File: config.mk
export PLATFORM = sky130hd
export DESIGN_NAME = multicycle_ctrl
export DESIGN_NICKNAME = d
export VERILOG_FILES = /design/src/rtl/multicycle_ctrl.sv
export SDC_FILE = /design/constraint.sdc
export NUM_CORES = 1
export LEC_CHECK = 0
export BUFFER_PORTS_ARGS = -buffer_cell sky130_fd_sc_hd__buf_2
export CORE_ASPECT_RATIO = 1.1
export CORE_MARGIN = 4
export CORE_UTILIZATION = 43
export DETAILED_ROUTE_END_ITERATION = 8
export GPL_TIMING_DRIVEN = 0
export PLACE_DENSITY = 0.78
export RECOVER_POWER = 100
export SYNTH_ARGS = -nofsm -noshare
export SYNTH_HDL_FRONTEND = slang
export SYNTH_SLANG_ARGS = --single-unit
File: constraint.sdc
create_clock -name clk -period 2 [get_ports clk]
set_clock_uncertainty 0.2 [all_clocks]
set_input_delay 0.2 -clock clk [delete_from_list [all_inputs] [get_ports clk]]
set_output_delay 0.2 -clock clk [all_outputs]
set_load 0.005 [all_outputs]
File: src/rtl/multicycle_ctrl.sv
// Main control FSM for the multicycle RV32I core (lw, sw, R-type, I-type ALU, beq, jal).
// Latency: 3-5 cycles per instruction with mem_ready high; outputs decode from the state register.
// Backpressure: mem_ready low stretches FETCH, MEMREAD and MEMWRITE one cycle at a time.
//
// Ports:
//   clk, rst_n                    clock, async active-low reset
//   op, funct3, funct7b5          instruction fields from IR
//   zero                          ALU zero flag, qualifies PCWrite in BEQ
//   mem_ready                     memory access completes this cycle
//   PCWrite, AdrSrc, MemWrite, IRWrite, ResultSrc, ALUSrcA, ALUSrcB,
//   RegWrite, ImmSrc, ALUControl  datapath controls
//   illegal_instr, state          trap flag and current state code (debug)
module multicycle_ctrl #(
   parameter bit TRAP_ON_ILLEGAL = 1'b1
) (
   input  logic       clk,
   input  logic       rst_n,
   input  logic [6:0] op,
   input  logic [2:0] funct3,
   input  logic       funct7b5,
   input  logic       zero,
   input  logic       mem_ready,
   output logic       PCWrite,
   output logic       AdrSrc,
   output logic       MemWrite,
   output logic       IRWrite,
   output logic [1:0] ResultSrc,
   output logic [1:0] ALUSrcA,
   output logic [1:0] ALUSrcB,
   output logic       RegWrite,
   output logic [1:0] ImmSrc,
   output logic [2:0] ALUControl,
   output logic       illegal_instr,
   output logic [3:0] state
);

   localparam logic [6:0] OP_LW  = 7'b0000011;
   localparam logic [6:0] OP_SW  = 7'b0100011;
   localparam logic [6:0] OP_R   = 7'b0110011;
   localparam logic [6:0] OP_I   = 7'b0010011;
   localparam logic [6:0] OP_BEQ = 7'b1100011;
   localparam logic [6:0] OP_JAL = 7'b1101111;

   typedef enum logic [3:0] {
      S_FETCH    = 4'd0,
      S_DECODE   = 4'd1,
      S_MEMADR   = 4'd2,
      S_MEMREAD  = 4'd3,
      S_MEMWB    = 4'd4,
      S_MEMWRITE = 4'd5,
      S_EXECR    = 4'd6,
      S_EXECI    = 4'd7,
      S_ALUWB    = 4'd8,
      S_BEQ      = 4'd9,
      S_JAL      = 4'd10,
      S_TRAP     = 4'd11
   } state_t;

   state_t     cur_state;
   logic [1:0] alu_op;
   logic       branch;
   logic       pc_update;
   logic       ir_write;
   logic       mem_write;
   logic       reg_write;

   always_ff @(posedge clk or negedge rst_n) begin
      if (!rst_n) begin
         cur_state <= S_FETCH;
      end else begin
         case (cur_state)
            S_FETCH:    if (mem_ready) cur_state <= S_DECODE;
            S_DECODE: begin
               case (op)
                  OP_LW, OP_SW: cur_state <= S_MEMADR;
                  OP_R:         cur_state <= S_EXECR;
                  OP_I:         cur_state <= S_EXECI;
                  OP_BEQ:       cur_state <= S_BEQ;
                  OP_JAL:       cur_state <= S_JAL;
                  default: begin
                     if (TRAP_ON_ILLEGAL) cur_state <= S_TRAP;
                     else                 cur_state <= S_FETCH;
                  end
               endcase
            end
            S_MEMADR: begin
               if (op == OP_SW) cur_state <= S_MEMWRITE;
               else             cur_state <= S_MEMREAD;
            end
            S_MEMREAD:  if (mem_ready) cur_state <= S_MEMWB;
            S_MEMWRITE: if (mem_ready) cur_state <= S_FETCH;
            S_EXECR,
            S_EXECI:    cur_state <= S_ALUWB;
            S_TRAP:     cur_state <= S_TRAP;
            // MEMWB, ALUWB, BEQ, JAL and the unused codes 12-15
            default:    cur_state <= S_FETCH;
         endcase
      end
   end

   // Moore decode of the state register; only FETCH (mem_ready) and BEQ (zero)
   // look at live inputs.
   always_comb begin
      alu_op        = 2'b00;
      branch        = 1'b0;
      pc_update     = 1'b0;
      ir_write      = 1'b0;
      mem_write     = 1'b0;
      reg_write     = 1'b0;
      AdrSrc        = 1'b0;
      ResultSrc     = 2'b00;
      ALUSrcA       = 2'b00;
      ALUSrcB       = 2'b00;
      illegal_instr = 1'b0;
      case (cur_state)
         S_FETCH: begin
            ALUSrcB   = 2'b10;
            ResultSrc = 2'b10;
            ir_write  = mem_ready;
            pc_update = mem_ready;
         end
         S_DECODE: begin
            ALUSrcA = 2'b01;
            ALUSrcB = 2'b01;
         end
         S_MEMADR: begin
            ALUSrcA = 2'b10;
            ALUSrcB = 2'b01;
         end
         S_MEMREAD:  AdrSrc = 1'b1;
         S_MEMWB: begin
            ResultSrc = 2'b01;
            reg_write = 1'b1;
         end
         S_MEMWRITE: begin
            AdrSrc    = 1'b1;
            mem_write = 1'b1;
         end
         S_EXECR: begin
            ALUSrcA = 2'b10;
            alu_op  = 2'b10;
         end
         S_EXECI: begin
            ALUSrcA = 2'b10;
            ALUSrcB = 2'b01;
            alu_op  = 2'b10;
         end
         S_ALUWB:    reg_write = 1'b1;
         S_BEQ: begin
            ALUSrcA = 2'b10;
            alu_op  = 2'b01;
            branch  = 1'b1;
         end
         S_JAL: begin
            ALUSrcA   = 2'b01;
            ALUSrcB   = 2'b10;
            pc_update = 1'b1;
         end
         S_TRAP:     illegal_instr = 1'b1;
         default: ;
      endcase
   end

   // Write enables are gated by rst_n so nothing commits while reset is held,
   // even though FETCH would otherwise follow mem_ready.
   assign PCWrite  = rst_n & (pc_update | (branch & zero));
   assign IRWrite  = rst_n & ir_write;
   assign MemWrite = rst_n & mem_write;
   assign RegWrite = rst_n & reg_write;
   assign state    = cur_state;

   always_comb begin
      case (op)
         OP_SW:   ImmSrc = 2'b01;
         OP_BEQ:  ImmSrc = 2'b10;
         OP_JAL:  ImmSrc = 2'b11;
         default: ImmSrc = 2'b00;
      endcase
   end

   // op[5] separates R-type from I-type so addi with bit 30 set stays an add.
   always_comb begin
      case (alu_op)
         2'b01: ALUControl = 3'b001;
         2'b10: begin
            case (funct3)
               3'b000:  ALUControl = (funct7b5 & op[5]) ? 3'b001 : 3'b000;
               3'b010:  ALUControl = 3'b101;
               3'b110:  ALUControl = 3'b011;
               3'b111:  ALUControl = 3'b010;
               default: ALUControl = 3'b000;
            endcase
         end
         default: ALUControl = 3'b000;
      endcase
   end

endmodule
# Word-level counts from Yosys, hierarchy flattened
# Cells that the tools add are included.
[word_totals] out_inout_bits=21 mem_count=0 ff_bits=4 mem_bits_ro=0 latch_bits=0 ram_bits=0
[classes] n_shift=0 eq_ne=25 div_mod_pow=0 mul=0 addsub=0 mux=21 n_reduce_logical=11 n_bitwise=7 order_cmp=0
[op_table] op="4-bit case mux with 7 select lines" n=1
[op_table] op="4-bit case mux with 5 select lines" n=1
[op_table] op="4-bit by 3-bit equality test with 1-bit output, second input constant" n=4
[op_table] op="4-bit equality test, second input constant" n=4
[op_table] op="2-bit case mux with 2 select lines" n=4
[op_table] op="7-bit by 6-bit equality test with 1-bit output, second input constant" n=2
[op_table] op="7-bit equality test, second input constant" n=2
[op_table] op="4-bit 2-to-1 mux" n=3
[op_table] op="3-bit case mux with 4 select lines" n=1
[op_table] op="2-bit OR reduction" n=6
[op_table] op="4-bit by 2-bit equality test with 1-bit output, second input constant" n=2
[op_table] op="7-bit by 2-bit equality test with 1-bit output, second input constant" n=1
[op_table] op="7-bit by 5-bit equality test with 1-bit output, second input constant" n=1
[op_table] op="1-bit 2-to-1 mux" n=7
[op_table] op="1-bit bitwise AND" n=6
[op_table] op="3-bit equality test, second input constant" n=2
[op_table] op="2-bit inequality test, second input constant" n=3
[op_table] op="2-bit case mux with 3 select lines" n=1
[op_table] op="3-bit case mux with 2 select lines" n=1
[op_table] op="4-bit by 1-bit equality test with 1-bit output, second input constant" n=1
[op_table] op="4-bit zero test" n=1
[op_table] op="4-bit OR reduction" n=1
[op_table] op="3-bit by 2-bit equality test with 1-bit output, second input constant" n=1
[op_table] op="3-bit zero test" n=1
[op_table] op="7 further kinds" n=7

# Logic depth before layout (Yosys ltp)
[logic_depth] ltp_word=5 depth_mapped=7

# Worst setup path after synthesis
# Ideal clock, no wire load.
[synth_path] path_type="register to output" startpoint="register cur_state[2], in the netlist state[2]" endpoint="output port ALUControl[2]" n_path_buf=0 slack_ns=0.114 arrival_time_ns=1.486 required_ns=1.600 path_stages_with_launch=5 cell_sequence="dfrtp_1 -> nor2b_1 -> nand3_1 -> ha_1 -> nor4_1"
[synth_via] elab_chain_cells=5
[synth_lines] element="start, declared" line="59" text="state_t cur_state;"
[synth_lines] element="start signal, assigned" line="69" text="cur_state <= S_FETCH;"
[synth_lines] element="start signal, assigned" line="72" text="S_FETCH: if (mem_ready) cur_state <= S_DECODE;"
[synth_lines] element="start signal, assigned" line="75" text="OP_LW, OP_SW: cur_state <= S_MEMADR;"
[synth_lines] element="4-bit by 3-bit equality test with 1-bit output" line="115" text="case (cur_state)"
[synth_lines] element="2-bit OR reduction (no source line)"
[synth_lines] element="2-bit case mux with 2 select lines (*)" line="115"
[synth_lines] element="2-bit equality test / 2-bit by 1-bit equality test with 1-bit output (equally long branches)" line="183" text="case (alu_op)"
[synth_lines] element="3-bit case mux with 2 select lines (*)" line="183"
[synth_lines] element="end, declared" line="32" text="output logic [2:0] ALUControl,"
# Every way passes the cells marked *; elsewhere a longest branch is shown, timed or not.

# Worst setup path after layout
[layout_path] startpoint="register cur_state[3], in the netlist state[3]" endpoint="output port ALUControl[2]"
# Same word-level chain as after synthesis.

==> impl_metrics.py <==
metrics = {
    "status": {
        "status": "complete, but fails checks",
        "violations": "setup timing",
    },
    "global_route": {
        "gr-total-overflow": 0,
        "first_global_vias": 681,
        "grt_max_degree": 11,
        "grt_pass1_wl_um": 2920,
        "antenna_found_initial": 0,
        "grt_usage": 0.189,
    },
    "power": {
        "p_sw_frac": 0.467,
        "intPower_mw": 0.661,
        "peakVddDrop_mv": 0.881,
        "cellPowerDensity_mw_per_mm2": 1260,
        "clkPwrFrac": 0.083,
        "power.leakage_nw": 0.500,
        "switchingPower_mw": 0.580,
        "pwr-share-comb": 0.783,
        "power_frac_seq": 0.134,
    },
    "finish": {
        "fin_nets": 153,
        "regArea_um2": 103,
        "fillers": 107,
        "area_growth_syn_to_layout_pct": 55.4,
        "final_cell_mix": "buf_2 (33), buf_4 (7), nor2_1 (6), a21oi_1 (6)",
        "drive_gt1_frac": 0.478,
        "final_common_cell": "buf_2",
        "largest_reg_flops": 4,
        "multi_input_area_um2": 534,
        "num_antenna_cells": 0,
    },
    "routing": {
        "dr_total_vias": 844,
        "wl_per_cell_um": 13.6,
        "drt_iter0_markers": 35,
        "drt_pass1_iterations": 4,
        "drc": 0,
        "via_per_inst": 5.63,
        "ant_nets": 0,
        "drt-total-wl_um": 2040,
    },
    "synth": {
        "avgSynthCellArea_um2": 7.13,
        "muxShareOfSynthArea": 0,
        "synth_top_flop_cell": "dfrtp_1",
        "yosysTopAreaCellShare": 0.158,
        "synth_top_family_by_area": "simple AND/OR/NAND/NOR gates",
        "syn_nets": 106,
        "syn_area_um2": 634,
        "synth_edf_count": 0,
        "synth-adder-area-share": 0.0394,
        "yosys-top-cells-area": "dfrtp_1 (16%), buf_6 (5.3%), a21oi_1 (4.7%)",
        "ys_types": 37,
        "synth_seq_cells": 4,
        "seq_area_frac_synth": 0.158,
        "async_reset_ff_frac": 1.00,
        "yosys_warnings": 0,
        "synth-xor-area-share": 0.0552,
        "synth_top_cell_by_area": "dfrtp_1",
        "synth-simple-area-share": 0.402,
        "synthCells": 89,
        "synth_compound_area_frac": 0.237,
    },
    "sta": {
        "post-route-min-period_ns": 2.01,
        "fin_setup_tns_ns": -0.0147,
        "final-hold-violation-count": 0,
        "rsz0062_at_grt": "yes",
        "post-route-period-util": 1.01,
        "hold_ws_ns": 0.171,
        "max_freq_mhz": 496,
        "fin_ws_ns": -0.0147,
        "tightest_slew_ns": 0.342,
        "setup_viol": 1,
        "drv_slew": 0,
        "timing.slew.headroom": 0.772,
    },
    "critical_path": {
        "path_max_fanout": 6,
        "critPathRequiredTime_ns": 1.60,
        "cp.arrival_ns": 1.61,
        "path_class": "flip-flop to primary output",
        "crit_path_start_kind": "flip-flop",
        "end_kind": "primary output",
    },
    "placed_design": {
        "gp_congestion": 0.812,
        "port-buffer-count": 35,
        "dpl.hpwl_um": 1350,
        "place_ws_ns": -0.157,
    },
    "cts": {
        "h-tree-depth": 1,
        "worstSkewPairLatency_ns": 0.24,
        "cts_made_buffers": 3,
        "clock_sinks": 4,
        "cts_root_buf": "clkbuf_4",
        "cts_tree": "yes",
        "clk_path_buf_depth": 2,
        "path_clk_slew_ns": 0.04,
    },
    "floorplanning": {
        "die_h_um": 48.3,
        "ios": 36,
        "dieArea_mm2": 0.00215,
        "core_area_mm2": 0.00138,
        "fp-row-count": 14,
        "die_w_um": 44.6,
        "initial_utilization": 0.458,
    },
    "run": {
        "maxCapViolations": 0,
    },
    "hold_path": {
        "hold_path_class": "primary input to flip-flop",
    },
}
==> final cells by class <==
cell class / count / share of cell area
plain buffers: 5 / 0.0533
clock buffers: 3 / 0.0228
inverters: 7 / 0.0266
multi-input cells: 73 / 0.542
flip-flops and latches: 4 / 0.104
well taps: 16 / 0.0203
repair buffers: 42 / 0.231
==> synthesized netlist by cell type (2+ instances only) <==
cell type	n
nand2b_1	2
nand2_1	6
buf_6	3
a31oi_1	3
a21oi_1	6
nand3_1	4
nor2_1	6
inv_2	2
nor3_1	5
dfrtp_1	4
ha_1	2
nor4_1	2
o21ai_0	4
and3_1	4
xor2_1	3
nor2b_1	4
inv_1	5
or3_1	2
o22ai_1	2
nor3b_1	3
==> worst paths after layout <==
check | depth (start not counted) | start | slack [ns] | end
max | 6 | state[3]$_DFFE_PN0P_ | -0.01 | ALUControl[2]
min | 3 | op[2] | 0.17 | state[0]$_DFFE_PN0P_
max reg2reg | 6 | state[3]$_DFFE_PN0P_ | 0.25 | state[2]$_DFFE_PN0P_
min reg2reg | 2 | state[1]$_DFFE_PN0P_ | 0.51 | state[3]$_DFFE_PN0P_
max in group asynchronous | 2 | rst_n | 1.14 | state[1]$_DFFE_PN0P_
min in group asynchronous | 2 | rst_n | 0.18 | state[3]$_DFFE_PN0P_
==> power groups by stage <==
| stage | logic (mW) | registers, mW | clock network, mW |
|---|---|---|---|
| 5_1_grt | 1.07 | 0.177 | 0.114 |
| 2_1_floorplan | 0.536 | 0.162 | 0 |
| 3_3_place_gp | 0.769 | 0.163 | 0 |
| 6_report | 0.972 | 0.166 | 0.103 |
| 4_1_cts | 0.887 | 0.161 | 0.107 |
| 3_5_place_dp | 0.785 | 0.164 | 0 |
==> worst max-delay path: stages (launching register included) <==
cell     delay (ns)
dfrtp_1        0.37
buf_6          0.14
nor2b_4        0.11
and2_4         0.17
ha_4           0.21
nor4_2         0.21
buf_2          0.15
==> timing repair <==
action,CTS,global route
setup buffers,3,3
hold buffers,1,0
endpoints found under the setup margin,5,5
hold endpoints to repair,4,0
resized for setup,10,12
pin swaps,1,3
==> through the flow <==
| step | power, mW | util | cell area [µm²] | cells |
|---|---|---|---|---|
| floorplan | 0.698 | - | 634 | 89 |
| global placement | 0.932 | 0.599 | 830 | 140 |
| detailed placement | 0.948 | 0.599 | 830 | 140 |
| CTS | 1.16 | 0.668 | 925 | 147 |
| global route | 1.36 | 0.712 | 986 | 150 |
| finish | 1.24 | 0.712 | 986 | 150 |
==> layer usage <==
layer,part of all wire,vias to the layer above,GRT usage,wire (µm)
met5,0,-,0,0
met3,0.077,6,0.0590,157
met1,0.41,376,0.228,833
met4,0.023,0,0.0723,47
li1,-,422,-,-
met2,0.49,40,0.315,1010
==> cell families after synthesis <==
logic type               Yosys count
adder cells (fa/ha/maj)            2
flip-flops                         4
buffers and inverters             12
AO/OA/AOI/OAI                     23
AND/OR/NAND/NOR                   44
XOR/XNOR                           4
Power figures use the tool's default switching activity.
